===== src/rtl/serial_word_assembler.sv =====
// Serial-to-parallel word assembler.
// Gathers LANE_W-bit beats into a WORD_W-bit word and hands each finished word
// to a one-deep registered output stage guarded by a valid/ready handshake.
//
//   state | meaning
//   EMPTY | no completed word held, out_valid low
//   FULL  | out holds a completed word awaiting out_ready
//
// Only the final beat of a word can be back-pressured; earlier beats go into
// the assembly register even while the output stage is stalled.
module serial_word_assembler #(
    parameter int WORD_W    = 16,
    parameter int LANE_W    = 1,
    parameter bit MSB_FIRST = 1'b0,
    localparam int BEATS    = WORD_W / LANE_W,
    localparam int CNT_W    = (BEATS > 1) ? $clog2(BEATS) : 1
) (
    input  logic              clk,
    input  logic              rst,
    input  logic              clr,
    input  logic              in_valid,
    input  logic [LANE_W-1:0] in,
    output logic              in_ready,
    output logic              out_valid,
    input  logic              out_ready,
    output logic [WORD_W-1:0] out,
    output logic [CNT_W-1:0]  count
);

    typedef enum logic {
        EMPTY = 1'b0,
        FULL  = 1'b1
    } stage_t;

    stage_t            state;
    stage_t            state_nxt;
    logic [WORD_W-1:0] asm_q;
    logic [WORD_W-1:0] merged;
    logic [CNT_W-1:0]  lane_sel;
    logic              last_beat;
    logic              accept;
    logic              final_accept;

    assign last_beat    = (count == CNT_W'(BEATS - 1));
    assign out_valid    = (state == FULL);
    assign in_ready     = !(last_beat && out_valid && !out_ready);
    // clr wins over a same-cycle beat, so a beat presented with clr is dropped
    assign accept       = in_valid && in_ready && !clr;
    assign final_accept = accept && last_beat;
    assign lane_sel     = MSB_FIRST ? (CNT_W'(BEATS - 1) - count) : count;

    // Assembly register with the current beat dropped into its lane slot
    always_comb begin
        merged = asm_q;
        for (int b = 0; b < BEATS; b++) begin
            if (lane_sel == CNT_W'(b)) begin
                merged[b*LANE_W +: LANE_W] = in;
            end
        end
    end

    // Beat counter and partial-word register; both restart after a full word
    always_ff @(posedge clk or posedge rst) begin
        if (rst) begin
            count <= '0;
            asm_q <= '0;
        end else if (clr) begin
            count <= '0;
            asm_q <= '0;
        end else if (accept) begin
            if (last_beat) begin
                count <= '0;
                asm_q <= '0;
            end else begin
                count <= count + CNT_W'(1);
                asm_q <= merged;
            end
        end
    end

    // Output word register; loads only when a word completes
    always_ff @(posedge clk or posedge rst) begin
        if (rst) begin
            out <= '0;
        end else if (final_accept) begin
            out <= merged;
        end
    end

    // Output stage state register
    always_ff @(posedge clk or posedge rst) begin
        if (rst) begin
            state <= EMPTY;
        end else begin
            state <= state_nxt;
        end
    end

    // Output stage next state; a final beat with out_ready reloads in place
    always_comb begin
        state_nxt = state;
        case (state)
            EMPTY: begin
                if (final_accept) begin
                    state_nxt = FULL;
                end
            end
            FULL: begin
                if (final_accept) begin
                    state_nxt = FULL;
                end else if (out_ready) begin
                    state_nxt = EMPTY;
                end
            end
            default: state_nxt = EMPTY;
        endcase
    end

endmodule

===== config.mk =====
export PLATFORM = sky130hd
export DESIGN_NAME = serial_word_assembler
export DESIGN_NICKNAME = d
export VERILOG_FILES = /design/src/rtl/serial_word_assembler.sv
export SDC_FILE = /design/constraint.sdc
export NUM_CORES = 1
export LEC_CHECK = 0
export BUFFER_PORTS_ARGS = -buffer_cell sky130_fd_sc_hd__clkbuf_2
export CORE_ASPECT_RATIO = 0.75
export CORE_MARGIN = 5
export CORE_UTILIZATION = 39
export DETAILED_ROUTE_END_ITERATION = 6
export PLACE_DENSITY = 0.59
export SKIP_CTS_REPAIR_TIMING = 1
export SLEW_MARGIN = 20
export SYNTH_ARGS = -nofsm -noshare
export SYNTH_HDL_FRONTEND = slang
export SYNTH_SLANG_ARGS = --single-unit

===== constraint.sdc =====
create_clock -name clk -period 3.6 [get_ports clk]
set_input_delay 1.08 -clock clk [delete_from_list [all_inputs] [get_ports clk]]
set_output_delay 1.08 -clock clk [all_outputs]
set_load 0.01 [all_outputs]

==> flow_metrics.env, run 1 <==
export IMPL_status="finished, final reports clean"
export IMPL_end_kind="output port"
export IMPL_rsz0062_at_grt="no"
export IMPL_hold_viol=0
export IMPL_synth_cells=167
export IMPL_slowest_stage="nor2b_2"
export IMPL_portBuffers=27
export IMPL_post_synth_top_count_cell="dfrtp_1"
export IMPL_grt_pass1_wl_um=6480
export IMPL_path_class="in -> out"
export IMPL_overflow=0
export IMPL_num_io_pins=28
export IMPL_syn_num_nets=177
export IMPL_hp_start="out[15]"
export IMPL_synth_seq_area_share_pct=49.2
export IMPL_dp_hpwl_um=2510
export IMPL_finalCritPeriodShare_pct=77.4
export IMPL_routedWlPerCell_um=14.5
export IMPL_grt_max_degree=37
export IMPL_drv_cap=0
export IMPL_clock_latency_ns=0.28
export IMPL_irDropWorstVdd_mv=0.191
export IMPL_fin_skew_ns=0.00775
export IMPL_fin_nets=205
export IMPL_r2r_slack_ns=1.32
export IMPL_worstMarginPinSlew_ns=0.724
export IMPL_antenna_found_initial=0
export IMPL_fp_coreArea_um2=4490
export IMPL_path_max_fanout=5
export IMPL_cts_htree_levels=2
export IMPL_die_x_um=89.1
export IMPL_drc=0
export IMPL_synth_top_cells_by_count="36 x dfrtp_1, 34 x inv_1, 31 x mux2i_1, 15 x o22ai_1, 8 x nand3b_1"
export IMPL_vias=1251
export IMPL_yosys_top_cells_area="dfrtp_1 49%, mux2i_1 17%, inv_1 7.0%"
export IMPL_fmax_mhz=359
export IMPL_synth_cell_types=28
export IMPL_p_per_area_nw_per_um2=374
export IMPL_startpoint_type="input pin"
export IMPL_syn_area_per_cell_um2=11.0
export IMPL_clk_pin_slew_ns=0.07
export IMPL_cts_tree="built"
export IMPL_tns_ns=0
export IMPL_die_h_um=69.3
export IMPL_drt_iter0_markers=41
export IMPL_antenna_left=0
export IMPL_critPathArrivalTime_ns=1.71
export IMPL_required_ns=2.52
export IMPL_synth_top_cell_by_area="dfrtp_1"
export IMPL_setup_viol_count_final=0
export IMPL_drive_gt1_share_pct=23.5
export IMPL_synth_edf_count=0
export IMPL_drtPass1Iterations=4
export IMPL_multi_input_area_um2=748
export IMPL_syn_cell_area_um2=1830
export IMPL_reg2reg_from="count[1]"
export IMPL_netlist_area_leader_share_pct=49.2
export IMPL_regArea_um2=901
export IMPL_start_util_pct=40.7
export IMPL_total_power_uw=781
export IMPL_rows=21
export IMPL_root_buffer="clkbuf_8"
export IMPL_cts_sinks=36
export IMPL_p_leak_uw=0.00101
export IMPL_ys_flop_type="dfrtp_1"
export IMPL_postLayoutCellArea_um2=2090
export IMPL_grt_total_usage_pct=13.5
export IMPL_post_drt_via_cell_ratio=4.94
export IMPL_dpl_cell_area_um2=2010
export IMPL_die_area_um2=6170
export IMPL_cts_buffers_inserted=5
export IMPL_antennaDiodeCount=0
export IMPL_grt_pass1_vias=1298
export IMPL_period_needed_ns=2.79
export IMPL_hold_path_class="reg -> reg"
export IMPL_cp_common_cell="clkbuf_2"
export IMPL_ys_warn_count=0
export IMPL_async_reset_ff_share_pct=100
export IMPL_worst_slack_ns=0.812
export IMPL_gp_congestion=0.737
export IMPL_slew_viol_final=0
export IMPL_fillers=426
export IMPL_pre_cts_ws_ns=0.803
export IMPL_slowest_delay_ns=0.31
export IMPL_routed_wl_um=3660
export IMPL_path_cells="clkbuf_2, nor2b_2, nand2_1, clkbuf_2"
export IMPL_clockBufferDepth=2
export IMPL_crit_start="out_ready"
export IMPL_slew_headroom_pct=51.6
export IMPL_ys_ff_latch=36
export IMPL_area_delta_synth_final_pct=14.3
==> kinds of logic after synthesis <==
family / synth area share [%]
AOI/OAI and AO/OA: 9.03
adders and majority gates: 2.74
buffers and inverters: 10.3
DFF: 49.2
muxes: 18.2
and+or+nand+nor: 10.5
==> where the power goes <==
group / internal, uW / switching (uW) / total [uW]
combinational: 28.1 / 47.4 / 75.5
clock: 138 / 142 / 280
sequential: 416 / 9.67 / 425
==> critical path, delay by kind of cell <==
kind / cells / cell delay (ns)
and+or+nand+nor: 2 / 0.41
buffers and inverters: 2 / 0.21
==> per-stage QoR <==
| step | util [%] | instances | hold WS (ns) |
|---|---|---|---|
| after floorplan | - | 167 | 0.516 |
| after global placement | 44.6 | 245 | 0.503 |
| after detailed placement | 44.6 | 245 | 0.496 |
| after CTS | 46.5 | 253 | 0.514 |
| after global routing | 46.5 | 253 | 0.546 |
| final | 46.5 | 253 | 0.512 |
==> path summary, 6_finish.rpt <==
| kind | to | cells past startpoint |
|---|---|---|
| worst max-delay path | in_ready | 4 |
| worst min-delay path | out[15] | 1 |
| worst max register to register | out[9] | 5 |
| worst min register to register | out[15] | 1 |
| max in group asynchronous | asm_q[1] | 3 |
| min in group asynchronous | out[2] | 3 |
==> cells in the final DEF, fill, tap and decap left out <==
master and n:
mux2_2 2, nor2b_2 1, a211oi_1 1, a31oi_4 1, a21boi_2 1, mux2i_1 31
and2_1 1, nor2_1 3, ha_1 4, nand3b_1 8, nand2_1 3, clkinv_4 1
clkbuf_8 5, and3_2 1, o22ai_1 15, nand3_1 5, clkbuf_2 27, a311oi_1 1
o221a_2 1, nand3_2 1, dfrtp_1 36, buf_4 3, a21oi_1 1, nor3b_1 4
clkbuf_1 2, a31oi_1 1, inv_1 34, or2_2 1, nor4b_4 1
==> registers in the layout, indices dropped and copies added, names as in the netlist <==
register and cells:
asm_q 15, out 16, out_valid 1, count 4
==> final cells by class <==
class | count | share of cell area, %
timing repair buffer | 30 | 7.54
multi-input combinational | 88 | 35.8
tap | 57 | 3.41
clock inverter | 1 | 0.419
clock buffer | 7 | 3.65
sequential | 36 | 43.1
inverter | 34 | 6.10
==> metal layers <==
| layer | global-route usage (%) | vias up | wire, um |
|---|---|---|---|
| li1 | - | 621 | - |
| met1 | 18.8 | 605 | 1850 |
| met2 | 19.7 | 23 | 1620 |
| met3 | 3.92 | 2 | 168 |
| met4 | 4.96 | 0 | 21 |
| met5 | 0 | - | 0 |
No activity file was read; power rests on OpenSTA's default activity.
==> inputs of run 2 (changes only) <==
--- a/config.mk
+++ b/config.mk
@@ -5,6 +5,7 @@
 export SDC_FILE = /design/constraint.sdc
 export NUM_CORES = 1
 export LEC_CHECK = 0
+export ABC_AREA = 1
 export BUFFER_PORTS_ARGS = -buffer_cell sky130_fd_sc_hd__clkbuf_2
 export CORE_ASPECT_RATIO = 0.75
 export CORE_MARGIN = 5
==> constraint.sdc (replaced) <==
create_clock -name clk -period 2.75 [get_ports clk]
set_input_delay 0.825 -clock clk [delete_from_list [all_inputs] [get_ports clk]]
set_output_delay 0.825 -clock clk [all_outputs]
set_load 0.01 [all_outputs]
==> flow_metrics.env, run 2 <==
export IMPL_antenna_found_initial=0
export IMPL_fin_nets=278
export IMPL_fillers=567
export IMPL_tns_ns=0
export IMPL_drtPass1Iterations=4
export IMPL_startpoint_type="flop"
export IMPL_status="finished, final reports clean"
export IMPL_rsz0062_at_grt="no"
export IMPL_routed_wl_um=4470
export IMPL_ys_flop_type="dfrtp_1"
export IMPL_vias=1621
export IMPL_synth_top_cell_by_area="dfrtp_1"
export IMPL_fin_skew_ns=0.00600
export IMPL_cts_htree_levels=2
export IMPL_fp_coreArea_um2=5240
export IMPL_p_leak_uw=0.00111
export IMPL_synth_seq_area_share_pct=43.5
export IMPL_regMostFlops="out"
export IMPL_synth_cells=247
export IMPL_grt_pass1_wl_um=7490
export IMPL_clockBufferDepth=2
export IMPL_irDropWorstVdd_mv=0.179
export IMPL_synth_edf_count=0
export IMPL_setup_viol_count_final=0
export IMPL_path_class="reg -> out"
export IMPL_worstMarginPinSlew_ns=0.596
export IMPL_period_needed_ns=2.47
export IMPL_largest_register_ffs=16
export IMPL_slew_viol_final=0
export IMPL_gp_congestion=0.778
export IMPL_cts_sinks=36
export IMPL_clk_pin_slew_ns=0.07
export IMPL_layout_common_cells="56 x nand2_1, 48 x nand3_1, 36 x dfrtp_1"
export IMPL_portBuffers=27
export IMPL_hold_viol=0
export IMPL_start_util_pct=39.5
export IMPL_p_sw_uw=259
export IMPL_p_int_uw=785
export IMPL_syn_cell_area_um2=2070
export IMPL_hold_path_class="reg -> reg"
export IMPL_grt_max_degree=37
export IMPL_syn_area_per_cell_um2=8.38
export IMPL_post_synth_top_count_cell="nand2_1"
export IMPL_syn_num_nets=257
export IMPL_overflow=0
export IMPL_p_comb_share_pct=9.6
export IMPL_p_per_area_nw_per_um2=452
export IMPL_dp_hpwl_um=3040
export IMPL_netSwitchingFraction_pct=24.8
export IMPL_drv_cap=0
export IMPL_drt_iter0_markers=79
export IMPL_num_io_pins=28
export IMPL_path_max_fanout=8
export IMPL_ys_warn_count=0
export IMPL_clock_latency_ns=0.28
export IMPL_post_drt_via_cell_ratio=4.73
export IMPL_die_area_um2=6880
export IMPL_instances_no_fill=343
export IMPL_grt_total_usage_pct=14.0
export IMPL_yosys_top_cells_area="dfrtp_1 44%, nand3_1 12%, nand2_1 10%"
export IMPL_finalCritPeriodShare_pct=89.7
export IMPL_routedWlPerCell_um=13.0
export IMPL_end_kind="output port"
export IMPL_cts_buffers_inserted=5
export IMPL_antenna_left=0
export IMPL_rows=23
export IMPL_critPathArrivalTime_ns=1.64
export IMPL_p_seq_share_pct=51.9
export IMPL_die_h_um=73.1
export IMPL_root_buffer="clkbuf_8"
export IMPL_total_power_uw=1040
export IMPL_async_reset_ff_share_pct=100
export IMPL_layout_commonest_cell="nand2_1"
export IMPL_required_ns=1.93
export IMPL_ys_ff_latch=36
export IMPL_die_x_um=94.1
export IMPL_antennaDiodeCount=0
export IMPL_area_delta_synth_final_pct=11.6
export IMPL_drive_gt1_share_pct=24.6
export IMPL_cts_tree="built"
export IMPL_clkPwrFrac_pct=38.5
export IMPL_reg_largest_list="out x16, asm_q x15, count x4"
export IMPL_drc=0
export IMPL_fmax_mhz=406
export IMPL_dp_cells=336
export IMPL_grt_pass1_vias=1475
export IMPL_synth_top_cells_by_count="56 x nand2_1, 48 x nand3_1, 36 x dfrtp_1, 25 x inv_1, 23 x o21ai_1"
export IMPL_synth_cell_types=24
export IMPL_hold_ws_ns=0.488
export IMPL_netlist_area_leader_share_pct=43.5
export IMPL_slew_headroom_pct=60.3
[run 2: cell count changes in the layout (fill, tap and decap cells not counted), moves of 3 or more]
cell / change
o21ai_1: +23
o21ai_2: +9
o22ai_1: -15
nand3_2: +9
mux2i_1: -31
nand3_1: +43
inv_1: -9
o21ai_0: +3
nand3b_1: -8
nor3b_1: -4
nand2_1: +53
nand2_4: +3
nand4_1: +4
[run 2: final timing paths]
| kind | slack, ns | depth (start not counted) | end | startpoint |
|---|---|---|---|---|
| max reg2reg | 0.88 | 6 | out[15] | count[0] |
| min in group asynchronous | 0.62 | 3 | asm_q[14] | rst |
| max | 0.28 | 5 | in_ready | count[0] |
| max in group asynchronous | 1.80 | 3 | count[0] | rst |
| min | 0.49 | 2 | out[13] | out[13] |
| min reg2reg | 0.49 | 2 | out[13] | out[13] |
[run 2: worst max-delay path: stages, from the launching register on]
cell and delay, ns:
dfrtp_1 0.48, ha_1 0.42, inv_4 0.08, nor2_8 0.16, nand2_4 0.09, clkbuf_2 0.13
[run 2: logic make-up (layout without fill, tap and decap cells)]
| family | after synthesis | in the layout | share of synthesized area (%) |
|---|---|---|---|
| XOR/XNOR | 1 | 1 | 0.423 |
| AO/OA/AOI/OAI | 35 | 35 | 10.1 |
| AND/OR/NAND/NOR | 127 | 127 | 33.0 |
| adder cells (fa/ha/maj) | 4 | 4 | 2.42 |
| buffers and inverters | 44 | 65 | 10.6 |
| flip-flops | 36 | 36 | 43.5 |
[run 2: power groups by stage]
stage          sequential (uW)  combinational [uW]  clock, uW
5_1_grt                    543                 113        444
2_1_floorplan              552                74.9          0
6_report                   542                99.7        402
4_1_cts                    542                 101        423
3_5_place_dp               552                 101          0
3_3_place_gp               552                 101          0
[run 2: layer usage]
| metal | track usage [%] | vias up | part of all wire, % |
|---|---|---|---|
| li1 | - | 851 | - |
| met1 | 20.5 | 731 | 52 |
| met2 | 20.5 | 33 | 42 |
| met3 | 3.40 | 6 | 4.8 |
| met4 | 4.33 | 0 | 1.2 |
| met5 | 0 | - | 0 |
[run 2: layout make-up]
cell class                 count  area (um^2)  share of cell area, %
inverter                      27          104                   4.50
multi-input combinational    167          950                   41.1
clock buffer                   7         96.3                   4.17
sequential                    36          901                   39.0
tap                           75         93.8                   4.06
timing repair buffer          31          165                   7.15
[run 2: through the flow]
step	utilization, %	setup WS (ns)	instance area, um^2
2_1_floorplan	-	0.769	2070
5_1_grt	44.1	0.159	2310
4_1_cts	44.1	0.255	2310
6_report	44.1	0.284	2310
3_5_place_dp	42.3	0.502	2210
3_3_place_gp	42.3	0.511	2210
